--- src/rtl/uart_tx_param.sv ---
// Parametrised UART transmitter: debounced push button or streaming write
// port feeds a small FIFO; a frame FSM serialises characters onto TxD with
// configurable data width, parity, stop bits and baud divisor.
module uart_tx_param #(
  parameter int CLKS_PER_BIT    = 434,
  parameter int DATA_BITS       = 8,
  parameter int PARITY          = 0,
  parameter int STOP_BITS       = 1,
  parameter int DEBOUNCE_CYCLES = 500000,
  parameter int FIFO_DEPTH      = 16
) (
  input  logic                            clk,
  input  logic                            reset,
  input  logic                            TxD_Enable,
  input  logic [DATA_BITS-1:0]            Data,
  input  logic                            wr_valid,
  input  logic [DATA_BITS-1:0]            wr_data,
  output logic                            wr_ready,
  output logic                            TxD,
  output logic                            busy,
  output logic                            overflow,
  output logic [$clog2(FIFO_DEPTH):0]     fifo_count
);

  localparam int PTR_W  = $clog2(FIFO_DEPTH);
  localparam int CNT_W  = PTR_W + 1;
  localparam int BAUD_W = $clog2(CLKS_PER_BIT);
  localparam int DEB_W  = $clog2(DEBOUNCE_CYCLES);
  localparam int BIT_W  = $clog2(DATA_BITS);

  typedef struct packed {
    logic                 vld;
    logic [DATA_BITS-1:0] data;
  } push_req_t;

  typedef enum logic [2:0] {
    S_IDLE,
    S_START,
    S_DATA,
    S_PARITY,
    S_STOP
  } state_t;

  // ---------------------------------------------------------------------
  // Button path: synchroniser, debouncer, rising-edge push pulse
  // ---------------------------------------------------------------------
  logic [1:0]       sync_pipe;
  logic             deb_level;
  logic [DEB_W-1:0] deb_cnt;
  logic             btn_push;

  // Two-flop synchroniser for the asynchronous button input.
  always_ff @(posedge clk or negedge reset) begin
    if (!reset) sync_pipe <= '0;
    else        sync_pipe <= {sync_pipe[0], TxD_Enable};
  end

  // Accept a new level only after it has been stable for DEBOUNCE_CYCLES;
  // emit a single-cycle push on the accepted 0->1 transition.
  always_ff @(posedge clk or negedge reset) begin
    if (!reset) begin
      deb_level <= 1'b0;
      deb_cnt   <= '0;
      btn_push  <= 1'b0;
    end else begin
      btn_push <= 1'b0;
      if (sync_pipe[1] != deb_level) begin
        if (deb_cnt == DEB_W'(DEBOUNCE_CYCLES - 1)) begin
          deb_level <= sync_pipe[1];
          deb_cnt   <= '0;
          btn_push  <= sync_pipe[1];
        end else begin
          deb_cnt <= deb_cnt + 1'b1;
        end
      end else begin
        deb_cnt <= '0;
      end
    end
  end

  // ---------------------------------------------------------------------
  // Push arbitration: the streaming port wins; a colliding button push is lost
  // ---------------------------------------------------------------------
  push_req_t push;
  logic      btn_drop;

  always_comb begin
    push.vld  = wr_valid | btn_push;
    push.data = wr_valid ? wr_data : Data;
    btn_drop  = wr_valid & btn_push;
  end

  // ---------------------------------------------------------------------
  // FIFO
  // ---------------------------------------------------------------------
  logic [DATA_BITS-1:0] mem [FIFO_DEPTH];
  logic [PTR_W-1:0]     wr_ptr, rd_ptr;
  logic                 full, have_data, pop, push_ok;
  logic [DATA_BITS-1:0] head;

  state_t               state;
  logic [BAUD_W-1:0]    baud_cnt;
  logic                 baud_last, stop_last;

  always_comb begin
    full      = (fifo_count == CNT_W'(FIFO_DEPTH));
    have_data = (fifo_count != '0);
    head      = mem[rd_ptr];
    // A full FIFO still takes a push when a pop frees the slot in the same cycle.
    push_ok   = push.vld & (~full | pop);
  end

  assign wr_ready = ~full;

  // Storage array; no reset needed, occupancy is tracked by the pointers.
  always_ff @(posedge clk) begin
    if (push_ok) mem[wr_ptr] <= push.data;
  end

  // Pointers, occupancy and the sticky drop flag.
  always_ff @(posedge clk or negedge reset) begin
    if (!reset) begin
      wr_ptr     <= '0;
      rd_ptr     <= '0;
      fifo_count <= '0;
      overflow   <= 1'b0;
    end else begin
      if (push_ok) wr_ptr <= wr_ptr + 1'b1;
      if (pop)     rd_ptr <= rd_ptr + 1'b1;
      case ({push_ok, pop})
        2'b10:   fifo_count <= fifo_count + 1'b1;
        2'b01:   fifo_count <= fifo_count - 1'b1;
        default: fifo_count <= fifo_count;
      endcase
      if (btn_drop | (push.vld & ~push_ok)) overflow <= 1'b1;
    end
  end

  // ---------------------------------------------------------------------
  // Frame FSM
  // ---------------------------------------------------------------------
  logic [BIT_W-1:0]     bit_idx;
  logic                 stop_idx;
  logic [DATA_BITS-1:0] shreg;
  logic                 par_bit;
  logic                 txd_r, busy_r;

  always_comb begin
    baud_last = (baud_cnt == BAUD_W'(CLKS_PER_BIT - 1));
    stop_last = (STOP_BITS == 1) || stop_idx;
    // Pop from IDLE, or at the very last stop cycle to chain frames with no gap.
    pop       = have_data & ((state == S_IDLE) |
                             ((state == S_STOP) & baud_last & stop_last));
  end

  // Single registered FSM: each bit is held CLKS_PER_BIT cycles, TxD and busy
  // change on the same edge as the state they belong to.
  always_ff @(posedge clk or negedge reset) begin
    if (!reset) begin
      state    <= S_IDLE;
      baud_cnt <= '0;
      bit_idx  <= '0;
      stop_idx <= 1'b0;
      shreg    <= '0;
      par_bit  <= 1'b0;
      txd_r    <= 1'b1;
      busy_r   <= 1'b0;
    end else begin
      case (state)
        S_IDLE: begin
          txd_r <= 1'b1;
          if (pop) begin
            shreg    <= head;
            par_bit  <= (PARITY == 1) ? ~^head : ^head;
            baud_cnt <= '0;
            txd_r    <= 1'b0;
            busy_r   <= 1'b1;
            state    <= S_START;
          end
        end
        S_START: begin
          if (baud_last) begin
            baud_cnt <= '0;
            bit_idx  <= '0;
            txd_r    <= shreg[0];
            state    <= S_DATA;
          end else begin
            baud_cnt <= baud_cnt + 1'b1;
          end
        end
        S_DATA: begin
          if (baud_last) begin
            baud_cnt <= '0;
            if (bit_idx == BIT_W'(DATA_BITS - 1)) begin
              if (PARITY != 0) begin
                txd_r <= par_bit;
                state <= S_PARITY;
              end else begin
                txd_r    <= 1'b1;
                stop_idx <= 1'b0;
                state    <= S_STOP;
              end
            end else begin
              bit_idx <= bit_idx + 1'b1;
              shreg   <= shreg >> 1;
              txd_r   <= shreg[1];
            end
          end else begin
            baud_cnt <= baud_cnt + 1'b1;
          end
        end
        S_PARITY: begin
          if (baud_last) begin
            baud_cnt <= '0;
            txd_r    <= 1'b1;
            stop_idx <= 1'b0;
            state    <= S_STOP;
          end else begin
            baud_cnt <= baud_cnt + 1'b1;
          end
        end
        S_STOP: begin
          if (baud_last) begin
            baud_cnt <= '0;
            if (stop_last) begin
              if (pop) begin
                shreg   <= head;
                par_bit <= (PARITY == 1) ? ~^head : ^head;
                txd_r   <= 1'b0;
                state   <= S_START;
              end else begin
                txd_r  <= 1'b1;
                busy_r <= 1'b0;
                state  <= S_IDLE;
              end
            end else begin
              stop_idx <= 1'b1;
            end
          end else begin
            baud_cnt <= baud_cnt + 1'b1;
          end
        end
        default: begin
          state  <= S_IDLE;
          txd_r  <= 1'b1;
          busy_r <= 1'b0;
        end
      endcase
    end
  end

  assign TxD  = txd_r;
  assign busy = busy_r;

endmodule

--- config.mk ---
export PLATFORM = sky130hd
export DESIGN_NAME = uart_tx_param
export DESIGN_NICKNAME = d
export VERILOG_FILES = /design/src/rtl/uart_tx_param.sv
export SDC_FILE = /design/constraint.sdc
export NUM_CORES = 1
export LEC_CHECK = 0
export BUFFER_PORTS_ARGS = -buffer_cell sky130_fd_sc_hd__buf_2
export CAP_MARGIN = 20
export CORE_ASPECT_RATIO = 1.4
export CORE_MARGIN = 4
export CORE_UTILIZATION = 35
export CTS_CLUSTER_SIZE = 12
export DETAILED_ROUTE_END_ITERATION = 12
export GPL_TIMING_DRIVEN = 0
export HOLD_SLACK_MARGIN = 0.02
export PLACE_DENSITY = 0.5
export SKIP_CTS_REPAIR_TIMING = 1
export SLEW_MARGIN = 20
export SYNTH_ARGS = -nofsm -noshare
export SYNTH_HDL_FRONTEND = slang
export SYNTH_SLANG_ARGS = --single-unit
--- constraint.sdc ---
create_clock -name clk -period 7.77 [get_ports clk]
set_input_delay 0.3885 -clock clk [delete_from_list [all_inputs] [get_ports clk]]
set_output_delay 0.3885 -clock clk [all_outputs]
set_load 0.01 [all_outputs]
Yosys cells after proc, flatten, opt, wreduce, memory -nomap -nowiden:

Memories as Yosys holds them, arrays and structs flattened.
Cells that the tools add are included.

* flip-flop bits (word level): 62
* memory bits (writable): 128
* input bits: 20
* output and inout bits: 9
* logic and storage cells: 107
* memories kept: 1

Memory list
* mem: words 16, width 8, rd ports 1, clocked after Yosys merged registers in 0, wr ports 1, line 96 `logic [DATA_BITS-1:0] mem [FIFO_DEPTH];`

* add/sub/neg operators: 7
* equality and inequality tests: 19
* multiplexer cells: 39
* bitwise logic cells: 12
* reductions and logical operators: 15

Operator list (number)
* $mux 8: 5
* $mux 19: 2
* $mux 3: 9
* $pmux 8 s3: 1
* $add 19x1->19 const B: 1
* $eq 19x19->1 const B: 1
* $mux 9: 2
* $pmux 9 s2: 1
* $ne 2x2->1 const B: 8
* $reduce_and 4->1: 4
* $pmux 3 s5: 1
* $mux 1: 14
* $pmux 5 s2: 1
* $add 9x1->9 const B: 1
* $eq 9x9->1 const B: 1
* $add 4x1->4 const B: 2
* $eq 3x2->1 const B: 2
* $eq 3x3->1 const B: 2
* $pmux 3 s2: 1
* $reduce_and 6->1: 1
* $reduce_bool 2->1: 3
* $add 5x1->5 const B: 1
* $and 1x1->1: 5
* $eq 5x5->1 const B: 1
* 16 further kinds: 22

Depth between registers and ports, before layout:

Gate-level depths: netlist of the first run.

* depth in word-level cells: 9
* gate-level depth with buffers: 12
* gate-level depth less buffers: 12

Least setup slack after synthesis of the first run:

No wires, ideal clock.

* kind: reg2reg
* from: reg baud_cnt[1]
* to: mem mem[7][0], enable pin
* setup time: 0.385 ns
* arrival: 2.243 ns
* data required time: 7.385 ns
* slack: 5.142 ns
* cell stages (with the launch flop): 8
* buffers on the path: 0
* clock period less this slack: 2.628 ns
* cell sequence: dfrtp_1 > inv_1 > ha_1 > nor4b_1 > a2111oi_4 > nor2_1 > nand2_1 > nor3b_1

* cells in the longest elaborated chain, start to end: 8

RTL lines
* from (decl): line 102 `logic [BAUD_W-1:0] baud_cnt;`
* from (signal assigned): line 188 `baud_cnt <= baud_cnt + 1'b1;`
* from (signal assigned): line 209 `baud_cnt <= baud_cnt + 1'b1;`
* from (signal assigned): line 219 `baud_cnt <= baud_cnt + 1'b1;`
* $eq 9x9->1: line 149 `baud_last = (baud_cnt == BAUD_W'(CLKS_PER_BIT - 1));`
* $and 1x1->1: line 153 `((state == S_STOP) & baud_last & stop_last));`
* $or 1x1->1: line 152 `pop = have_data & ((state == S_IDLE) |`
* $and 1x1->1: line 152
* $or 1x1->1: line 110 `push_ok = push.vld & (~full | pop);`
* $and 1x1->1: line 110
* $mux 1: line 117 `if (push_ok) mem[wr_ptr] <= push.data;`
* $mux 1 (not written as such): line 117
* to (decl): line 96

Every way passes these cells.

Worst setup path in the final report of the first run:

* from: reg state[0]
* to: reg fifo_count[4]

* cells in the longest elaborated chain, start to end: 8
* elaborated cells on any way between the ends: 11
* classes of those cells: 3 x eq/ne; 1 x mux; 5 x bitwise; 2 x reduce/logical

RTL lines
* from (decl): line 101 `state_t state;`
* from (signal assigned): line 160 `state <= S_IDLE;`
* from (signal assigned): line 178 `state <= S_START;`
* from (signal assigned): line 186 `state <= S_DATA;`
* $eq 3x3->1: line 153
* $and 1x1->1: line 153
* $or 1x1->1 *: line 152
* $and 1x1->1 *: line 152
* $or 1x1->1: line 110
* $and 1x1->1: line 110
* $eq 2x1->1 / $eq 2x2->1 (equally long branches): line 130 `case ({push_ok, pop})`
* $pmux 5 s2 / $reduce_bool 2->1 (equally long branches)
* to (signal assigned): line 131 `2'b10: fifo_count <= fifo_count + 1'b1;`
* to (signal assigned): line 132 `2'b01: fifo_count <= fifo_count - 1'b1;`
* to (signal assigned): line 133 `default: fifo_count <= fifo_count;`
* to (decl): line 22 `output logic [$clog2(FIFO_DEPTH):0] fifo_count`

Mark *: on every way between the ends. The rest lies on a longest branch, timed or not.
A chain may end at the register's enable or synchronous reset.

==> results of run 1 <==
==> cells by family after synthesis <==
family / synth area share
muxes: 0.109
AOI/OAI and AO/OA: 0.0722
buffers and inverters: 0.0209
DFF: 0.650
and+or+nand+nor: 0.0961
xor gates and xnor gates: 0.0295
adders and majority gates: 0.0220
==> routing by layer <==
metal,vias up,GRT usage,routed length [um]
li1,2228,-,-
met4,0,0.0430,221
met2,53,0.236,9020
met3,12,0.0291,405
met5,-,0,0
met1,2421,0.169,7450
==> how the worst max path moves through the flow <==
stage                          to  slack (ns)  cells past startpoint
floorplan               mem[7][0]        5.14                      7
global placement        mem[4][4]        4.19                      7
detailed placement  fifo_count[4]        4.85                     11
CTS                 fifo_count[4]        4.81                     11
global route        fifo_count[4]        4.62                     12
finish              fifo_count[4]        4.85                     11
==> area by class of cell <==
type	count	area share
Sequential cell	190	0.569
Multi-Input combinational cell	329	0.290
Clock buffer	17	0.0448
Tap cell	306	0.0404
Timing Repair Buffer	34	0.0222
Clock inverter	15	0.0153
Buffer	25	0.0124
Inverter	15	0.00593
==> cells in the mapped netlist, types with 7 or more instances <==
cell type  instances
inv_1             14
mux2_2            10
o21ai_1           12
buf_2             10
dfrtp_1           61
nand3_1           14
edfxtp_1         128
nand2_1           26
a22oi_1           16
xnor2_1           22
and4_1             7
mux4_2            32
a21oi_1           28
o21ai_0            7
clkbuf_1          11
ha_1              13
nor3_1             7
nor2_1            47
==> flip-flops by register name, summed over array words and instances, names as in the netlist, 4 cells and up <==
register and cells:
rd_ptr 4, deb_cnt 19, baud_cnt 9, mem 128
shreg 8, wr_ptr 4, fifo_count 5
==> power breakdown <==
part	internal, mW	switching, mW
clock	0.472	0.375
sequential	1.23	0.0881
combinational	0.358	0.428
==> per-stage QoR <==
step	worst slack (ns)	cell area (um^2)	util
2_1_floorplan	5.14	8300	-
3_3_place_gp	4.19	8830	0.379
3_5_place_dp	4.85	8910	0.382
4_1_cts	4.81	9480	0.407
5_1_grt	4.62	9490	0.407
6_report	4.85	9490	0.407
==> flow_metrics.tcl, run 1 <==
set metrics [dict create \
    status "finished clean" \
    cts_max_path_buffers 2 \
    ir_drop_v 0.000145 \
    dieArea_um2 26300 \
    finalHoldViolations 0 \
    yosys-top-cells-area "edfxtp_1 (46%), dfrtp_1 (18%), mux4_2 (8.7%)" \
    grtUsageTotal 0.135 \
    max_freq_mhz 342 \
    synth_area_per_cell_um2 14.9 \
    grt_max_degree 55 \
    multiInputGateArea_um2 2750 \
    synth_seq_cells 190 \
    critical_path.n_buffers_inverters 2 \
    start_util 0.357 \
    cp-end-kind "register" \
    overflow 0 \
    worst-r2r-setup-slack_ns 4.85 \
    final_cell_count_no_fill 931 \
    clk_pin_slew_worst_paths_ns 0.07 \
    worstSetupStartpointType "register" \
    total_power_mw 2.95 \
    post-route-period-util 0.376 \
    port_buffers 28 \
    die_y_um 190 \
    r2r-start "state[0]" \
    synth-edff-count 128 \
    max_slew.worst_pin.slew_ns 0.958 \
    drtAntennaViolNets 0 \
    wl_um 17100 \
    holdPathStages 1 \
    min_from "TxD_Enable" \
    finalMaxSlewViolations 0 \
    fin_skew_ns 0.00901 \
    cts_tree "built" \
    nFillCells 2170 \
    synth_nets 593 \
    wl_per_cell_um 18.4 \
    synth_area_um2 8300 \
    whs_ns 0.0601 \
    worstHoldPathType "primary input to register" \
    critPathMaxFanout 10 \
    drt_pre_antenna_iters 4 \
    antenna_found_initial 0 \
    grt_pass1_vias 4955 \
    tns_ns 0 \
    rr_worst_depth 11 \
    place.gp.congestion 0.779 \
    timing.slew.headroom 0.362 \
    setup_viol_count_final 0 \
    regArea_um2 5400 \
    rows 66 \
    netlist.area_leader.share 0.463 \
    nets 646 \
    synth_warnings 0 \
    place_hpwl_um 11900 \
    drc 0 \
    dp_cells 898 \
    critical_path.reg2reg.endpoint "fifo_count[4]" \
    min_period_ns 2.92 \
    cp.required_ns 8.13 \
    crit_arrival_ns 3.28 \
    power.density_nw_per_um2 311 \
    clock-root-buffer "clkbuf_16" \
    clock_sinks 190 \
    cp_slowest_cell "a21boi_1" \
    hold_end "sync_pipe[0]" \
    die_x_um 138 \
    area_growth_pct 14.3 \
    crit_chain "buf_2 > nor2_2 > a21boi_1 > and2_2 > nand2_2 > inv_2 > ha_1 > a21o_1 > a21oi_1 > mux2i_1 > xnor2_1" \
    ys.flop_type "edfxtp_1" \
    drtIter0Drc 274 \
    num_antenna_cells 0 \
    synth_top_area_cell "edfxtp_1" \
    yosysSeqAreaShare 0.650 \
    critPathKind "register to register" \
    ys_types 65 \
    vias 4714 \
    final_cell_mix "edfxtp_1 (128), dfrtp_1 (61), nor2_1 (47)" \
    rsz0062_at_grt "false" \
    io_pins 29 \
    synthArstFlopShare 0.326 \
    slowest_delay_ns 0.49 \
    leakage_nw 3.44 \
    via_per_inst 5.06 \
    clk_latency_ns 0.43 \
    synth_cells 559 \
    cap_violations 0 \
    final_common_cell "edfxtp_1" \
    cts_max_level 4 \
    layout-drive-gt1-share 0.222 \
    cp-startpoint "state[0]" \
    grt_pass1_wl_um 27600 \
    coreArea_um2 23300 \
    cts-buffers-inserted 17 \
    cp_top_family "compound AO/OA/AOI/OAI gates" \
]
(Power assumes the default switching activity.)
==> run 2: changes to the inputs <==
==> constraint.sdc (replaced) <==
create_clock -name clk -period 2.95 [get_ports clk]
set_input_delay 0.1475 -clock clk [delete_from_list [all_inputs] [get_ports clk]]
set_output_delay 0.1475 -clock clk [all_outputs]
set_load 0.01 [all_outputs]
==> run 2 against run 1 <==
  * Via count grew 0.62%
  * Total power grew to 2.6 times the previous value
  * Global-route usage is the same
  * Clock power grew to 2.6 times the previous value
  * Utilization grew 0.26 points
==> flow_metrics.tcl, run 2 (synthesis results as in run 1) <==
set metrics [dict create \
    overflow 0 \
    cts_max_path_buffers 2 \
    nFillCells 2158 \
    finalHoldViolations 0 \
    clock_sinks 190 \
    cap_violations 0 \
    cp.required_ns 3.31 \
    final_cell_mix "edfxtp_1 (128), dfrtp_1 (61), nor2_1 (47)" \
    final_core_util 0.410 \
    leakage_nw 3.46 \
    max_slew.worst_pin.slew_ns 0.988 \
    via_per_inst 5.07 \
    drc 0 \
    min_period_ns 2.80 \
    finalMaxSlewViolations 0 \
    place.gp.congestion 0.779 \
    port_buffers 28 \
    coreArea_um2 23300 \
    ir_drop_v 0.000382 \
    grtUsageTotal 0.135 \
    worstHoldPathType "primary input to async pin" \
    wl_um 17100 \
    antenna_found_initial 0 \
    wl_per_cell_um 18.3 \
    grt_pass1_vias 4955 \
    cp_slowest_cell "or4b_4" \
    grt_max_degree 55 \
    die_x_um 138 \
    drtIter0Drc 237 \
    io_pins 29 \
    cts_max_level 4 \
    cp-end-kind "register" \
    regMostFlops "mem" \
    clk_pin_slew_worst_paths_ns 0.07 \
    rows 66 \
    critPathMaxFanout 5 \
    nets 650 \
    dp_slack_ns 0.0295 \
    slowest_delay_ns 0.51 \
    worstSetupStartpointType "register" \
    largest_register_ffs 128 \
    setup_viol_count_final 0 \
    die_y_um 190 \
    timing.slew.headroom 0.341 \
    status "finished clean" \
    vias 4743 \
    crit_top_cell "ha_1" \
    setup_slack_ns 0.154 \
    dieArea_um2 26300 \
    area_growth_pct 15.0 \
    power.density_nw_per_um2 815 \
    fin_skew_ns 0.00692 \
    crit_arrival_ns 3.15 \
    drtAntennaViolNets 0 \
    start_util 0.357 \
    grt_pass1_wl_um 27600 \
    critPathKind "register to register" \
    num_antenna_cells 0 \
    crit_chain "inv_1 > ha_1 > or4b_4 > o21ai_4 > and2_4 > nand2_2 > inv_4 > ha_1 > a21o_1 > a21oi_2 > mux2i_1 > xnor2_1" \
    cts-buffers-inserted 17 \
    max_freq_mhz 358 \
    largestRegisters "mem: 128 flops, deb_cnt: 19 flops, baud_cnt: 9 flops" \
    drt_pre_antenna_iters 4 \
    cts_tree "built" \
    place_hpwl_um 11900 \
    layout-drive-gt1-share 0.234 \
    final_common_cell "edfxtp_1" \
    clock-root-buffer "clkbuf_16" \
    post-route-period-util 0.948 \
    clk_latency_ns 0.43 \
]
[run 2: layout make-up]
| cell class | instances | area (um^2) | area share |
|---|---|---|---|
| multi-input combinational | 329 | 2780 | 0.291 |
| sequential | 190 | 5400 | 0.565 |
| timing repair buffer | 38 | 243 | 0.0254 |
| clock buffer | 17 | 425 | 0.0446 |
| tap | 306 | 383 | 0.0401 |
| buffer | 25 | 118 | 0.0123 |
| clock inverter | 15 | 145 | 0.0152 |
| inverter | 15 | 58.8 | 0.00616 |
[run 2: metal layers]
layer  global-route usage  vias to the layer above  share of wire
li1                     -                     2239              -
met1                0.169                     2426           0.43
met2                0.236                       60           0.53
met3               0.0291                       18          0.024
met4               0.0430                        0          0.015
met5                    0                        -              0
[run 2: path summary, 6_finish.rpt]
path	slack [ns]	end	startpoint	depth (start not counted)
max	0.15	fifo_count[4]	baud_cnt[1]	12
min	0.09	shreg[1]	reset	2
max reg2reg	0.15	fifo_count[4]	baud_cnt[1]	12
min reg2reg	0.35	sync_pipe[1]	sync_pipe[0]	0
max in group asynchronous	2.33	TxD	reset	3
min in group clk	0.27	mem[12][0]	wr_data[0]	2
[run 2: worst max-delay path, delay by kind of cell (launching register included)]
kind,cells,cell delay (ns)
AOI/OAI and AO/OA,3,0.56
muxes,1,0.23
xor gates and xnor gates,1,0.14
and+or+nand+nor,3,0.80
DFF,1,0.41
adders and majority gates,2,0.42
buffers and inverters,2,0.16
[run 2: stage by stage]
stage | std cells | setup TNS (ns) | total power [mW] | hold slack (ns) | cell area, um^2
after floorplan | 559 | 0 | 4.97 | -0.148 | 8300
after global placement | 893 | -17.84 | 5.56 | 0.260 | 8830
after detailed placement | 898 | 0 | 5.61 | -0.00903 | 8910
after CTS | 930 | -0.00862 | 7.86 | -0.478 | 9480
after global routing | 935 | -0.00274 | 8.21 | 0.0876 | 9550
final | 935 | 0 | 7.78 | 0.0890 | 9550
[run 2: power by group]
| part | switching, mW | internal, mW | leakage, nW |
|---|---|---|---|
| registers | 0.235 | 3.23 | 1.95 |
| clock network | 0.992 | 1.24 | 0.275 |
| logic | 1.14 | 0.950 | 1.24 |
| total | 2.36 | 5.42 | 3.46 |
==> run 3: changes to the inputs <==
--- a/config.mk
+++ b/config.mk
@@ -7,7 +7,6 @@
 export LEC_CHECK = 0
 export BUFFER_PORTS_ARGS = -buffer_cell sky130_fd_sc_hd__buf_2
 export CAP_MARGIN = 20
-export CORE_ASPECT_RATIO = 1.4
 export CORE_MARGIN = 4
 export CORE_UTILIZATION = 35
 export CTS_CLUSTER_SIZE = 12
==> run 3 against run 2 <==
  * Count of clock-buffer cells in the layout is 2 higher
  * Clock power hardly changed
  * Utilization is 0.24 points lower
  * Highest routed layer unchanged
  * Combinational power hardly changed
  * Fmax is 0.59% lower
  * Global-route usage is 0.34 points higher
  * Total power is 0.67% higher
  * Sequential power hardly changed
  * Setup slack worse by 0.017 ns
  * Sequential share of layout area is 0.059 points higher
==> flow_metrics.tcl, run 3 (synthesis results as in run 1) <==
set metrics [dict create \
    status "finished clean" \
    finalHoldViolations 0 \
    wl_um 17500 \
    postPlaceCellArea_um2 8920 \
    power_frac_comb 0.270 \
    wl_per_cell_um 18.5 \
    final_common_cell "edfxtp_1" \
    post-route-period-util 0.953 \
    ir_drop_v 0.000393 \
    coreArea_um2 23400 \
    nFillCells 2199 \
    cts_tree "built" \
    leakage_nw 3.45 \
    start_util 0.355 \
    worstSetupStartpointType "register" \
    setup_viol_count_final 0 \
    worstHoldPathType "primary input to async pin" \
    drtIter0Drc 295 \
    intPower_mw 5.43 \
    nets 648 \
    seq_power_share 0.442 \
    worst-r2r-setup-slack_ns 0.14 \
    port_buffers 28 \
    fin_skew_ns 0.0116 \
    tns_ns 0 \
    grtUsageTotal 0.139 \
    r2r-start "baud_cnt[1]" \
    pwr-share-clk 0.288 \
    clock_sinks 190 \
    grt_pass1_vias 4936 \
    vias 4859 \
    cp.required_ns 3.31 \
    dp_slack_ns 0.0686 \
    grt_max_degree 40 \
    whs_ns 0.150 \
    setup_slack_ns 0.138 \
    cap_violations 0 \
    antenna_found_initial 0 \
    area_growth_pct 14.9 \
    num_antenna_cells 0 \
    sw_frac_of_total 0.307 \
    critPathMaxFanout 5 \
    cts-buffers-inserted 17 \
    place_hpwl_um 11900 \
    power.density_nw_per_um2 822 \
    dieArea_um2 26300 \
    die_y_um 162 \
    grt_pass1_wl_um 28000 \
    drt_pre_antenna_iters 4 \
    overflow 0 \
    max_freq_mhz 356 \
    drtAntennaViolNets 0 \
    largestRegisters "mem: 128 flops, deb_cnt: 19 flops, baud_cnt: 9 flops" \
    power_switching_mw 2.41 \
    final_cell_mix "edfxtp_1 (128), dfrtp_1 (61), nor2_1 (47)" \
    cp-end-kind "register" \
    max_slew.worst_pin.slew_ns 0.818 \
    place.gp.congestion 0.801 \
    clk_latency_ns 0.43 \
    stdcell_area_um2 9540 \
    finalMaxSlewViolations 0 \
    cts_max_path_buffers 2 \
    die_x_um 162 \
    timing.slew.headroom 0.455 \
    critPathKind "register to register" \
    largest_register_ffs 128 \
    min_period_ns 2.81 \
    rows 56 \
    via_per_inst 5.14 \
    layout-drive-gt1-share 0.226 \
    regMostFlops "mem" \
    io_pins 29 \
    rr_worst_depth 12 \
    drc 0 \
    cts_max_level 4 \
    clock-root-buffer "clkbuf_16" \
    critical_path.reg2reg.endpoint "fifo_count[4]" \
    total_power_mw 7.84 \
    crit_arrival_ns 3.17 \
    clk_pin_slew_worst_paths_ns 0.07 \
]
## run 3: cell types whose count changed in the layout (fill, tap and decap cells not counted), sizes merged
cell,change
clkinvlp,-1
clkbuf,+2
clkinv,-1
buf,-2
## run 3: layout make-up
cell class	count	area [um^2]	share of cell area
Buffer	25	118	0.0123
Sequential cell	190	5400	0.566
Tap cell	319	399	0.0418
Multi-Input combinational cell	329	2780	0.291
Clock buffer	19	433	0.0454
Inverter	15	56.3	0.00590
Clock inverter	13	139	0.0146
Timing Repair Buffer	36	220	0.0231
## run 3: routing by layer
metal / GRT usage / vias up / part of all wire
li1: - / 2237 / -
met1: 0.188 / 2540 / 0.46
met2: 0.231 / 67 / 0.51
met3: 0.0251 / 15 / 0.020
met4: 0.0392 / 0 / 0.010
met5: 0 / - / 0
## run 3: power by group through the flow
| stage | combinational, mW | sequential, mW | clock (mW) |
|---|---|---|---|
| 5_1_grt | 2.34 | 3.51 | 2.42 |
| 2_1_floorplan | 1.51 | 3.47 | 0 |
| 4_1_cts | 2.14 | 3.47 | 2.31 |
| 3_3_place_gp | 2.05 | 3.50 | 0 |
| 6_report | 2.11 | 3.47 | 2.26 |
| 3_5_place_dp | 2.13 | 3.52 | 0 |
## run 3: worst max path at each step
stage / from / end / slack, ns
after floorplan: baud_cnt[1] / mem[7][0] / 0.32
after global placement: baud_cnt[1] / mem[7][4] / -0.56
after CTS: baud_cnt[1] / fifo_count[4] / 0.04
after detailed placement: baud_cnt[1] / mem[8][6] / 0.07
after global routing: baud_cnt[1] / fifo_count[4] / -0.03
final: baud_cnt[1] / fifo_count[4] / 0.14
## run 3: critical path, cell delays in order, from the launching register on
cell	delay, ns
dfrtp_1	0.42
inv_1	0.07
ha_1	0.14
or4b_4	0.50
o21ai_4	0.19
and2_4	0.20
nand2_2	0.08
inv_2	0.11
ha_1	0.28
a21o_1	0.22
a21oi_2	0.16
mux2i_1	0.23
xnor2_1	0.14
## run 3: stage by stage
| stage | cells | util |
|---|---|---|
| 4_1_cts | 943 | 0.405 |
| 2_1_floorplan | 559 | - |
| 3_5_place_dp | 911 | 0.381 |
| 6_report | 946 | 0.408 |
| 3_3_place_gp | 906 | 0.378 |
| 5_1_grt | 946 | 0.408 |
